File: src/rtl/led_pattern_gen.sv
// Multi-channel LED driver: each channel runs OFF, ON, BLINK or PWM from its own divider.
// Channel configuration is loaded through a two-cycle capture/apply write handshake.
module led_pattern_gen #(
    parameter int N_CH     = 4,
    parameter int PERIOD_W = 26,
    parameter int DUTY_W   = 8,
    localparam int CH_W    = (N_CH > 1) ? $clog2(N_CH) : 1
) (
    input  logic                clk_i,
    input  logic                rst_i,
    input  logic                cfg_we_i,
    input  logic [CH_W-1:0]     cfg_ch_i,
    input  logic [1:0]          cfg_mode_i,
    input  logic [PERIOD_W-1:0] cfg_period_i,
    input  logic [DUTY_W-1:0]   cfg_duty_i,
    output logic                cfg_ready_o,
    output logic [N_CH-1:0]     led_o
);

    typedef enum logic [1:0] {
        MODE_OFF   = 2'd0,
        MODE_ON    = 2'd1,
        MODE_BLINK = 2'd2,
        MODE_PWM   = 2'd3
    } mode_e;

    typedef enum logic [1:0] {
        HS_INIT  = 2'd0,
        HS_IDLE  = 2'd1,
        HS_APPLY = 2'd2
    } hs_e;

    hs_e                 hs_q, hs_d;
    logic                capture;
    logic                apply;
    logic                ready_q;
    logic [CH_W-1:0]     pend_ch_q;
    mode_e               pend_mode_q;
    logic [PERIOD_W-1:0] pend_period_q;
    logic [DUTY_W-1:0]   pend_duty_q;

    always_ff @(posedge clk_i or posedge rst_i) begin
        if (rst_i) begin
            hs_q    <= HS_INIT;
            ready_q <= 1'b0;
        end else begin
            hs_q    <= hs_d;
            ready_q <= (hs_d == HS_IDLE);
        end
    end

    always_comb begin
        hs_d    = hs_q;
        capture = 1'b0;
        case (hs_q)
            HS_INIT:  hs_d = HS_IDLE;
            HS_IDLE: begin
                if (cfg_we_i) begin
                    capture = 1'b1;
                    hs_d    = HS_APPLY;
                end
            end
            HS_APPLY: hs_d = HS_IDLE;
            default:  hs_d = HS_INIT;
        endcase
    end

    assign apply       = (hs_q == HS_APPLY);
    assign cfg_ready_o = ready_q;

    // Captured write is held for exactly one cycle until the apply edge.
    always_ff @(posedge clk_i or posedge rst_i) begin
        if (rst_i) begin
            pend_ch_q     <= '0;
            pend_mode_q   <= MODE_OFF;
            pend_period_q <= '0;
            pend_duty_q   <= '0;
        end else if (capture) begin
            pend_ch_q     <= cfg_ch_i;
            pend_mode_q   <= mode_e'(cfg_mode_i);
            pend_period_q <= cfg_period_i;
            pend_duty_q   <= cfg_duty_i;
        end
    end

    for (genvar gi = 0; gi < N_CH; gi++) begin : g_ch
        mode_e               mode_q, mode_d;
        logic [PERIOD_W-1:0] period_q, period_d;
        logic [PERIOD_W-1:0] cnt_q, cnt_d;
        logic [DUTY_W-1:0]   duty_q, duty_d;
        logic [DUTY_W-1:0]   phase_q, phase_d;
        logic                led_q, led_d;
        logic                hit;
        logic                tick;

        // Out-of-range channel indices never match, so such writes change nothing.
        assign hit  = apply && (pend_ch_q == CH_W'(gi));
        assign tick = (cnt_q == period_q);

        always_comb begin
            mode_d   = mode_q;
            period_d = period_q;
            duty_d   = duty_q;
            cnt_d    = cnt_q;
            phase_d  = phase_q;
            led_d    = led_q;
            if (hit) begin
                mode_d   = pend_mode_q;
                period_d = pend_period_q;
                duty_d   = pend_duty_q;
                cnt_d    = '0;
                phase_d  = '0;
                case (pend_mode_q)
                    MODE_OFF:   led_d = 1'b0;
                    MODE_ON:    led_d = 1'b1;
                    MODE_BLINK: led_d = 1'b1;
                    MODE_PWM:   led_d = (pend_duty_q != '0);
                    default:    led_d = 1'b0;
                endcase
            end else begin
                case (mode_q)
                    MODE_OFF: begin
                        cnt_d   = '0;
                        phase_d = '0;
                        led_d   = 1'b0;
                    end
                    MODE_ON: begin
                        cnt_d   = '0;
                        phase_d = '0;
                        led_d   = 1'b1;
                    end
                    MODE_BLINK: begin
                        cnt_d = tick ? '0 : cnt_q + 1'b1;
                        led_d = tick ? ~led_q : led_q;
                    end
                    MODE_PWM: begin
                        cnt_d   = tick ? '0 : cnt_q + 1'b1;
                        phase_d = tick ? phase_q + 1'b1 : phase_q;
                        led_d   = (phase_d < duty_q);
                    end
                    default: begin
                        cnt_d = '0;
                        led_d = 1'b0;
                    end
                endcase
            end
        end

        always_ff @(posedge clk_i or posedge rst_i) begin
            if (rst_i) begin
                mode_q   <= MODE_OFF;
                period_q <= '1;
                duty_q   <= '0;
                cnt_q    <= '0;
                phase_q  <= '0;
                led_q    <= 1'b0;
            end else begin
                mode_q   <= mode_d;
                period_q <= period_d;
                duty_q   <= duty_d;
                cnt_q    <= cnt_d;
                phase_q  <= phase_d;
                led_q    <= led_d;
            end
        end

        assign led_o[gi] = led_q;
    end

endmodule

File: config.mk
export PLATFORM = sky130hd
export DESIGN_NAME = led_pattern_gen
export DESIGN_NICKNAME = d
export VERILOG_FILES = /design/src/rtl/led_pattern_gen.sv
export SDC_FILE = /design/constraint.sdc
export NUM_CORES = 1
export LEC_CHECK = 0
export ABC_CLOCK_PERIOD_IN_PS = 14600
export CORE_MARGIN = 1
export CORE_UTILIZATION = 62
export CTS_CLUSTER_DIAMETER = 50
export DETAILED_ROUTE_END_ITERATION = 10
export HOLD_SLACK_MARGIN = 0.05
export PLACE_DENSITY_LB_ADDON = 0.25
export SLEW_MARGIN = 40
export SYNTH_ARGS = -nofsm -noshare
export SYNTH_HDL_FRONTEND = slang
export SYNTH_SLANG_ARGS = --single-unit
File: constraint.sdc
create_clock -name clk_i -period 14.6 [get_ports clk_i]
set_clock_uncertainty 0.2 [all_clocks]
set_input_delay 2.92 -clock clk_i [delete_from_list [all_inputs] [get_ports clk_i]]
set_output_delay 2.92 -clock clk_i [all_outputs]
set_load 0.01 [all_outputs]
# After elaboration in Yosys (flattened, before gate mapping)
# Index checks and enable logic that the tools add are counted.
dict set report classes {
  addsub 8
  n_reduce_logical 26
  n_mul 0
  n_shift 0
  n_mux 41
  n_bitwise 4
  div 0
  order_cmp 4
  n_eq_ne 29
}
# op n
set ops {}
lappend ops {{two-way mux 26 bit} 8}
lappend ops {{one-hot mux 26 bit (2 select lines)} 4}
lappend ops {{adder 26 x 1 -> 26 bit, second input constant} 4}
lappend ops {{== test 26 bit} 4}
lappend ops {{two-way mux 8 bit} 8}
lappend ops {{one-hot mux 8 bit (2 select lines)} 4}
lappend ops {{adder 8 x 1 -> 8 bit, second input constant} 4}
lappend ops {{< comparator 8 bit} 4}
lappend ops {{== test 2 bit, second input constant} 13}
lappend ops {{OR reduction 2 bit} 10}
lappend ops {{== test 2 x 1 -> 1 bit, second input constant} 8}
lappend ops {{one-hot mux 1 bit (4 select lines)} 4}
lappend ops {{logical NOT 2 bit} 7}
lappend ops {{!= test 3 bit, second input constant} 4}
lappend ops {{nonzero test 3 bit} 4}
lappend ops {{two-way mux 1 bit} 10}
lappend ops {{nonzero test 8 bit} 1}
lappend ops {{logical AND 1 bit} 4}
lappend ops {{inverter 1 bit} 4}
lappend ops {{one-hot mux 2 bit (2 select lines)} 1}
lappend ops {{one-hot mux 1 bit (3 select lines)} 1}
lappend ops {{two-way mux 2 bit} 1}
dict set report totals {
  inputBits 41
  out_inout_bits 5
  regBits 325
  mem_bits_rw 0
  latchBits 0
  memories 0
  mem_bits_ro 0
}

# Longest topological paths before layout
# Gate-level depths: netlist of run 1.
dict set report depth {
  word_depth 5
  ltp_mapped 16
}

# Worst setup path before layout of run 1
# Ideal clock, no wire load.
dict set report synth_timing {
  kind {input-to-reg}
  startpoint {in cfg_we_i}
  endpoint {reg pend_mode_q[0]}
  stages 4
  setup_time_ns 0.133
  required_ns 14.267
  path_buffers 1
  t_arrival_ns 3.652
  path_slack_ns 10.615
  path_cell_list {nand3b_1 inv_1 clkbuf_1 o21ai_0}
}
dict set report synth_between {
  elab_chain_len 2
}
# item line
set synth_lines {}
lappend synth_lines {{from (decl)} 11} ;# input logic cfg_we_i,
lappend synth_lines {{two-way mux 1 bit} 58} ;# if (cfg_we_i) begin
lappend synth_lines {{two-way mux 1 bit} 55} ;# case (hs_q)
lappend synth_lines {{to (signal assigned)} 80} ;# pend_mode_q <= mode_e'(cfg_mode_i);
lappend synth_lines {{to (decl)} 38} ;# mode_e pend_mode_q;
# No other way between the ends.
# A chain may end at the register's enable or synchronous reset.

==> results of run 1 <==
-- through the flow --
step / area (um^2) / hold WS (ps) / total power [uW] / utilization [%] / setup WS [ps]
2_1_floorplan: 16400 / 246 / 1960 / - / 2650
3_3_place_gp: 17000 / 255 / 2160 / 65.6 / 8410
4_1_cts: 18400 / 264 / 3180 / 70.6 / 9290
3_5_place_dp: 17100 / 255 / 2200 / 65.7 / 8760
6_report: 18400 / 263 / 3170 / 70.7 / 9830
5_1_grt: 18400 / 282 / 3340 / 70.7 / 9450
-- final timing paths --
check | startpoint | end | slack [ps] | cells past startpoint
min reg2reg | g_ch[1].period_q[19] | g_ch[1].period_q[19] | 260 | 2
min in group asynchronous | rst_i | g_ch[0].phase_q[2] | 2630 | 2
min | g_ch[1].period_q[19] | g_ch[1].period_q[19] | 260 | 2
max | rst_i | pend_period_q[23] | 9830 | 4
max reg2reg | g_ch[0].period_q[20] | g_ch[0].led_q | 10580 | 12
max in group clk_i | g_ch[2].led_q | led_o[2] | 9980 | 1
-- kinds of logic after synthesis --
logic type	synth area share (%)
AO/OA/AOI/OAI	4.78
AND/OR/NAND/NOR	19.3
XOR/XNOR	12.3
flip-flops	50.5
multiplexers	7.18
adder cells (fa/ha/maj)	2.90
buffers and inverters	3.13
-- cells in the mapped netlist, drive strengths merged, types with 19 or more instances --
cell,n,share of area [%]
nand2,292,6.7
dfrtp,221,34
nor2,153,3.6
xnor2,136,7.3
dfstp,104,17
mux2,99,6.8
xor2,93,5.0
nand4,59,2.3
inv,57,1.3
nand3,54,1.8
o21ai,39,1.2
ha,38,2.9
and3,33,1.3
clkbuf,30,0.69
buf,29,1.1
a21oi,21,0.64
nor3,19,0.64
-- routing by layer --
metal	vias to the layer above	part of all wire [%]
li1	5477	-
met1	5761	44
met2	328	48
met3	71	5.5
met4	0	3.0
met5	-	0
-- power by group through the flow --
stage	clock [uW]	sequential (uW)	combinational (uW)
after floorplan	0	1360	597
after CTS	983	1460	737
final	970	1460	738
after detailed placement	0	1470	729
after global placement	0	1460	700
after global routing	1020	1490	830
-- registers in the layout, indices dropped and copies added, names as in the netlist --
signal,flops
g_ch.cnt_q,104
g_ch.period_q,104
g_ch.duty_q,32
g_ch.phase_q,32
pend_period_q,26
g_ch.mode_q,8
pend_duty_q,8
g_ch.led_q,4
hs_q,2
pend_ch_q,2
pend_mode_q,2
cfg_ready_o,1
-- worst max-delay path, cell delays in order --
cell             delay, ps
clkdlybuf4s50_1        500
clkinv_8               380
buf_6                  570
buf_6                  640
-- area by class of cell --
class | instances | area share, %
clock inverter | 10 | 0.756
inverter | 57 | 1.23
clock buffer | 58 | 6.31
multi-input combinational | 1162 | 41.5
timing repair buffer | 55 | 2.90
sequential | 325 | 45.0
tap | 335 | 2.28
==> flow_metrics.tcl, run 1 <==
set metrics [dict create \
    run_status "completed" \
    synth_area_per_cell_um2 10.2 \
    start_kind "input pin" \
    yosys_most_used_dff "dfrtp_1" \
    htreeDepth 2 \
    tightest_slew_ps 845 \
    multi_input_area_mm2 0.00763 \
    root_buffer "clkbuf_16" \
    grt_antenna_before_repair 0 \
    vias 11600 \
    p_int_uw 2160 \
    core_mm2 0.0260 \
    fin_crit_sh_pct 32.7 \
    grt_pass1_vias 11400 \
    layout_commonest_cell "nand2_1" \
    clock.fmax_mhz 210 \
    synth-seq-cells 325 \
    yosysSeqAreaShare_pct 50.5 \
    slew_headroom_pct 43.4 \
    grt_pass1_wl_mm 60.1 \
    io_buffers 45 \
    grt-busiest-layer "met2" \
    cp-end-kind "async pin" \
    cts_made_buffers 37 \
    dp_cells 1934 \
    irDropWorstVdd_mv 0.121 \
    power.density_mw_per_mm2 173 \
    clock_path_buffers 3 \
    combPwrFrac_pct 23.3 \
    grt_overflow_total 0 \
    grt_max_degree 122 \
    maxCapViolCount 0 \
    final_max_slew_viol_count 0 \
    fin_nets 1717 \
    die-area_mm2 0.0271 \
    syn2layout_area_growth_pct 12.2 \
    die_w_um 164 \
    cts_hold_buf 0 \
    rows 59 \
    drt_iter0_markers 839 \
    hold_path.class "flop to flop" \
    yosysWarningCount 0 \
    met3_usage_pct 4.45 \
    setup_viol 0 \
    layout.cells.non_filler 2002 \
    seq_power_share_pct 46.2 \
    cts_setup_buffers 0 \
    min_period_ps 4770 \
    globalRouteTotalUtil_pct 28.8 \
    grt_util_met1_pct 39.0 \
    switching_share_pct 31.9 \
    critical_path_arrival_ps 5140 \
    seqCellArea_mm2 0.00826 \
    wire_per_inst_um 18.6 \
    initial_utilization_pct 63.0 \
    dp_hpwl_mm 25.2 \
    routabilityCongestion 0.867 \
    antenna_left 0 \
    p_leak_uw 0.00808 \
    drive_gt1_share_pct 18.2 \
    timing.setup.tns_ps 0 \
    layout_common_cells "nand2_1 (291), dfrtp_1 (221), nor2_1 (151)" \
    dr.pass1.iters 5 \
    diodes 0 \
    hold_viol 0 \
    cts.sinks 325 \
    syn_nets 1682 \
    critPathMaxFanout 121 \
    crit_type "input pin to async pin" \
    p_sw_uw 1010 \
    io_pins 46 \
    synth_area_mm2 0.0164 \
    clockPowerShare_pct 30.6 \
    ys_types 69 \
    drc 0 \
    clkLatencyLatePin_ps 530 \
    async_flop_share_pct 100 \
    rsz0062_at_grt "false" \
    die_h_um 164 \
    wl_mm 37.2 \
    met2_usage_pct 47.2 \
    via_per_inst 5.81 \
    synth_edf_count 0 \
    cp.required_ps 14960 \
    fillers 1945 \
    syn_inst 1603 \
    cts.repair.resized 0 \
    cts_tree "built" \
    path_clk_slew_ps 60 \
]
(Power assumes the default switching activity.)
==> run 2, diff against run 1 <==
ABC_CLOCK_PERIOD_IN_PS = 4530   (was 14600)
clock period = 4.53 ns   (was 14.6 ns; I/O delays follow)
==> run 2 against run 1 <==
- sequential share of layout area about the same
- utilization about the same
- critical endpoint is now g_ch[3].led_q
- critical path depth increased by 9
- sequential power grew to 3.2 times the previous value
- critical path type is now flop to flop
- count of clock-buffer cells in the layout fell by 5
- routed wire length rose by 0.69%
- cell count grew 0.40%
- worst setup slack got worse by 9200 ps
==> flow_metrics.tcl, run 2 (synthesis gave the netlist of run 1 again) <==
set metrics [dict create \
    routabilityCongestion 0.912 \
    p_leak_uw 0.00809 \
    min_period_ps 3890 \
    root_buffer "clkbuf_16" \
    cts_setup_buffers 0 \
    power_uw 10100 \
    setup_viol 0 \
    via_per_inst 5.83 \
    layout.cells.non_filler 2010 \
    layout_commonest_cell "nand2_1" \
    tightest_slew_ps 809 \
    run_status "completed" \
    layout_common_cells "nand2_1 (291), dfrtp_1 (221), nor2_1 (151)" \
    die-area_mm2 0.0271 \
    antenna_left 0 \
    wl_mm 37.5 \
    slew_headroom_pct 45.6 \
    critPathMaxFanout 8 \
    final_max_slew_viol_count 0 \
    dp_cells 1940 \
    crit_path_max_incr_delay_ps 540 \
    cts.repair.resized 0 \
    crit_top_cell "a21oi_1" \
    core_mm2 0.0260 \
    io_pins 46 \
    critical_path_arrival_ps 4110 \
    io_buffers 45 \
    dr.pass1.iters 5 \
    grt_pass1_vias 11700 \
    rows 59 \
    cts.sinks 325 \
    cts_tree "built" \
    clock_path_buffers 3 \
    grt_overflow_total 0 \
    biggestRegsByFlops "g_ch.cnt_q x104, g_ch.period_q x104" \
    fillers 1895 \
    start_kind "flop" \
    irDropWorstVdd_mv 0.411 \
    cts_made_buffers 38 \
    globalRouteTotalUtil_pct 28.7 \
    dp_hpwl_mm 25.6 \
    power.density_mw_per_mm2 551 \
    rsz0062_at_grt "false" \
    fin_crit_sh_pct 85.8 \
    initial_utilization_pct 63.0 \
    path_delay_family "simple AND/OR/NAND/NOR gates" \
    clkLatencyLatePin_ps 520 \
    grt_max_degree 90 \
    clock.fmax_mhz 257 \
    hold_slack_ps 267 \
    fin_nets 1724 \
    wire_per_inst_um 18.6 \
    final_core_utilization_pct 70.7 \
    diodes 0 \
    path_clk_slew_ps 60 \
    cp-end-kind "flop" \
    grt_pass1_wl_mm 60.3 \
    path_buf_inv 0 \
    die_w_um 164 \
    grt_antenna_before_repair 0 \
    hold_path.class "flop to flop" \
    cts_hold_buf 0 \
    htreeDepth 2 \
    cp_cell_sequence "xnor2_1 > nand4_1 > nor4_4 > nand2_1 > nor3_1 > xor2_1 > ha_1 > a21oi_1 > o21ai_0 > or4_1 > a21oi_1 > a31oi_1 > o2111ai_1" \
    cp_slowest_cell "dfstp_2" \
    syn2layout_area_growth_pct 12.3 \
    drc 0 \
    cp.required_ps 4750 \
    die_h_um 164 \
    crit_type "flop to flop" \
    drive_gt1_share_pct 18.4 \
    vias 11700 \
    maxCapViolCount 0 \
    hold_viol 0 \
    drt_iter0_markers 734 \
]
run 2: cell count changes in the layout (fill, tap and decap cells not counted), sizes merged:
cell | previous run | this run
clkinv | 5 | 11
inv | 58 | 59
clkbuf | 58 | 53
clkinvlp | 1 | 3
buf | 10 | 16
bufinv | 3 | 1
run 2: path summary, 6_finish.rpt:
| path | startpoint | slack (ps) | end | cells past startpoint |
|---|---|---|---|---|
| max | g_ch[3].period_q[9] | 640 | g_ch[3].led_q | 13 |
| min | g_ch[1].period_q[20] | 270 | g_ch[1].period_q[20] | 2 |
| max reg2reg | g_ch[3].period_q[9] | 640 | g_ch[3].led_q | 13 |
| min reg2reg | g_ch[1].period_q[20] | 270 | g_ch[1].period_q[20] | 2 |
| max in group asynchronous | rst_i | 2890 | g_ch[1].period_q[20] | 3 |
| min in group asynchronous | rst_i | 490 | g_ch[3].cnt_q[12] | 2 |
run 2: tightest hold or removal path: cells and delay by family (launching register included):
kind	cells	cell delay (ps)
flip-flops	1	370
AND/OR/NAND/NOR	2	100
run 2: final cells by class:
type	count	area, um^2	share of cell area (%)
clock buffers	53	1110	6.04
repair buffers	61	621	3.38
multi-input cells	1162	7610	41.4
clock inverters	17	141	0.769
well taps	335	419	2.28
flip-flops and latches	325	8260	44.9
inverters	57	218	1.18
run 2: stage by stage:
| step | setup slack [ps] | instance area, um^2 | setup TNS [ps] |
|---|---|---|---|
| after CTS | 682 | 18400 | 0 |
| final | 642 | 18400 | 0 |
| after global routing | 422 | 18400 | 0 |
| after floorplan | -828 | 16400 | -182950 |
| after detailed placement | 744 | 17100 | 0 |
| after global placement | 833 | 17100 | 0 |
run 2: report_power, final:
| group | total [uW] | internal, uW | switching [uW] |
|---|---|---|---|
| Sequential | 4720 | 3950 | 770 |
| Combinational | 2400 | 1100 | 1300 |
| Clock | 3010 | 1790 | 1220 |
run 2: routing by layer:
metal  track usage, %  vias to the layer above  share of wire [%]
li1                 -                     5494                  -
met1             38.2                     5791                 43
met2             47.1                      338                 48
met3             4.90                      101                5.6
met4             11.4                        0                3.7
met5                0                        -                  0
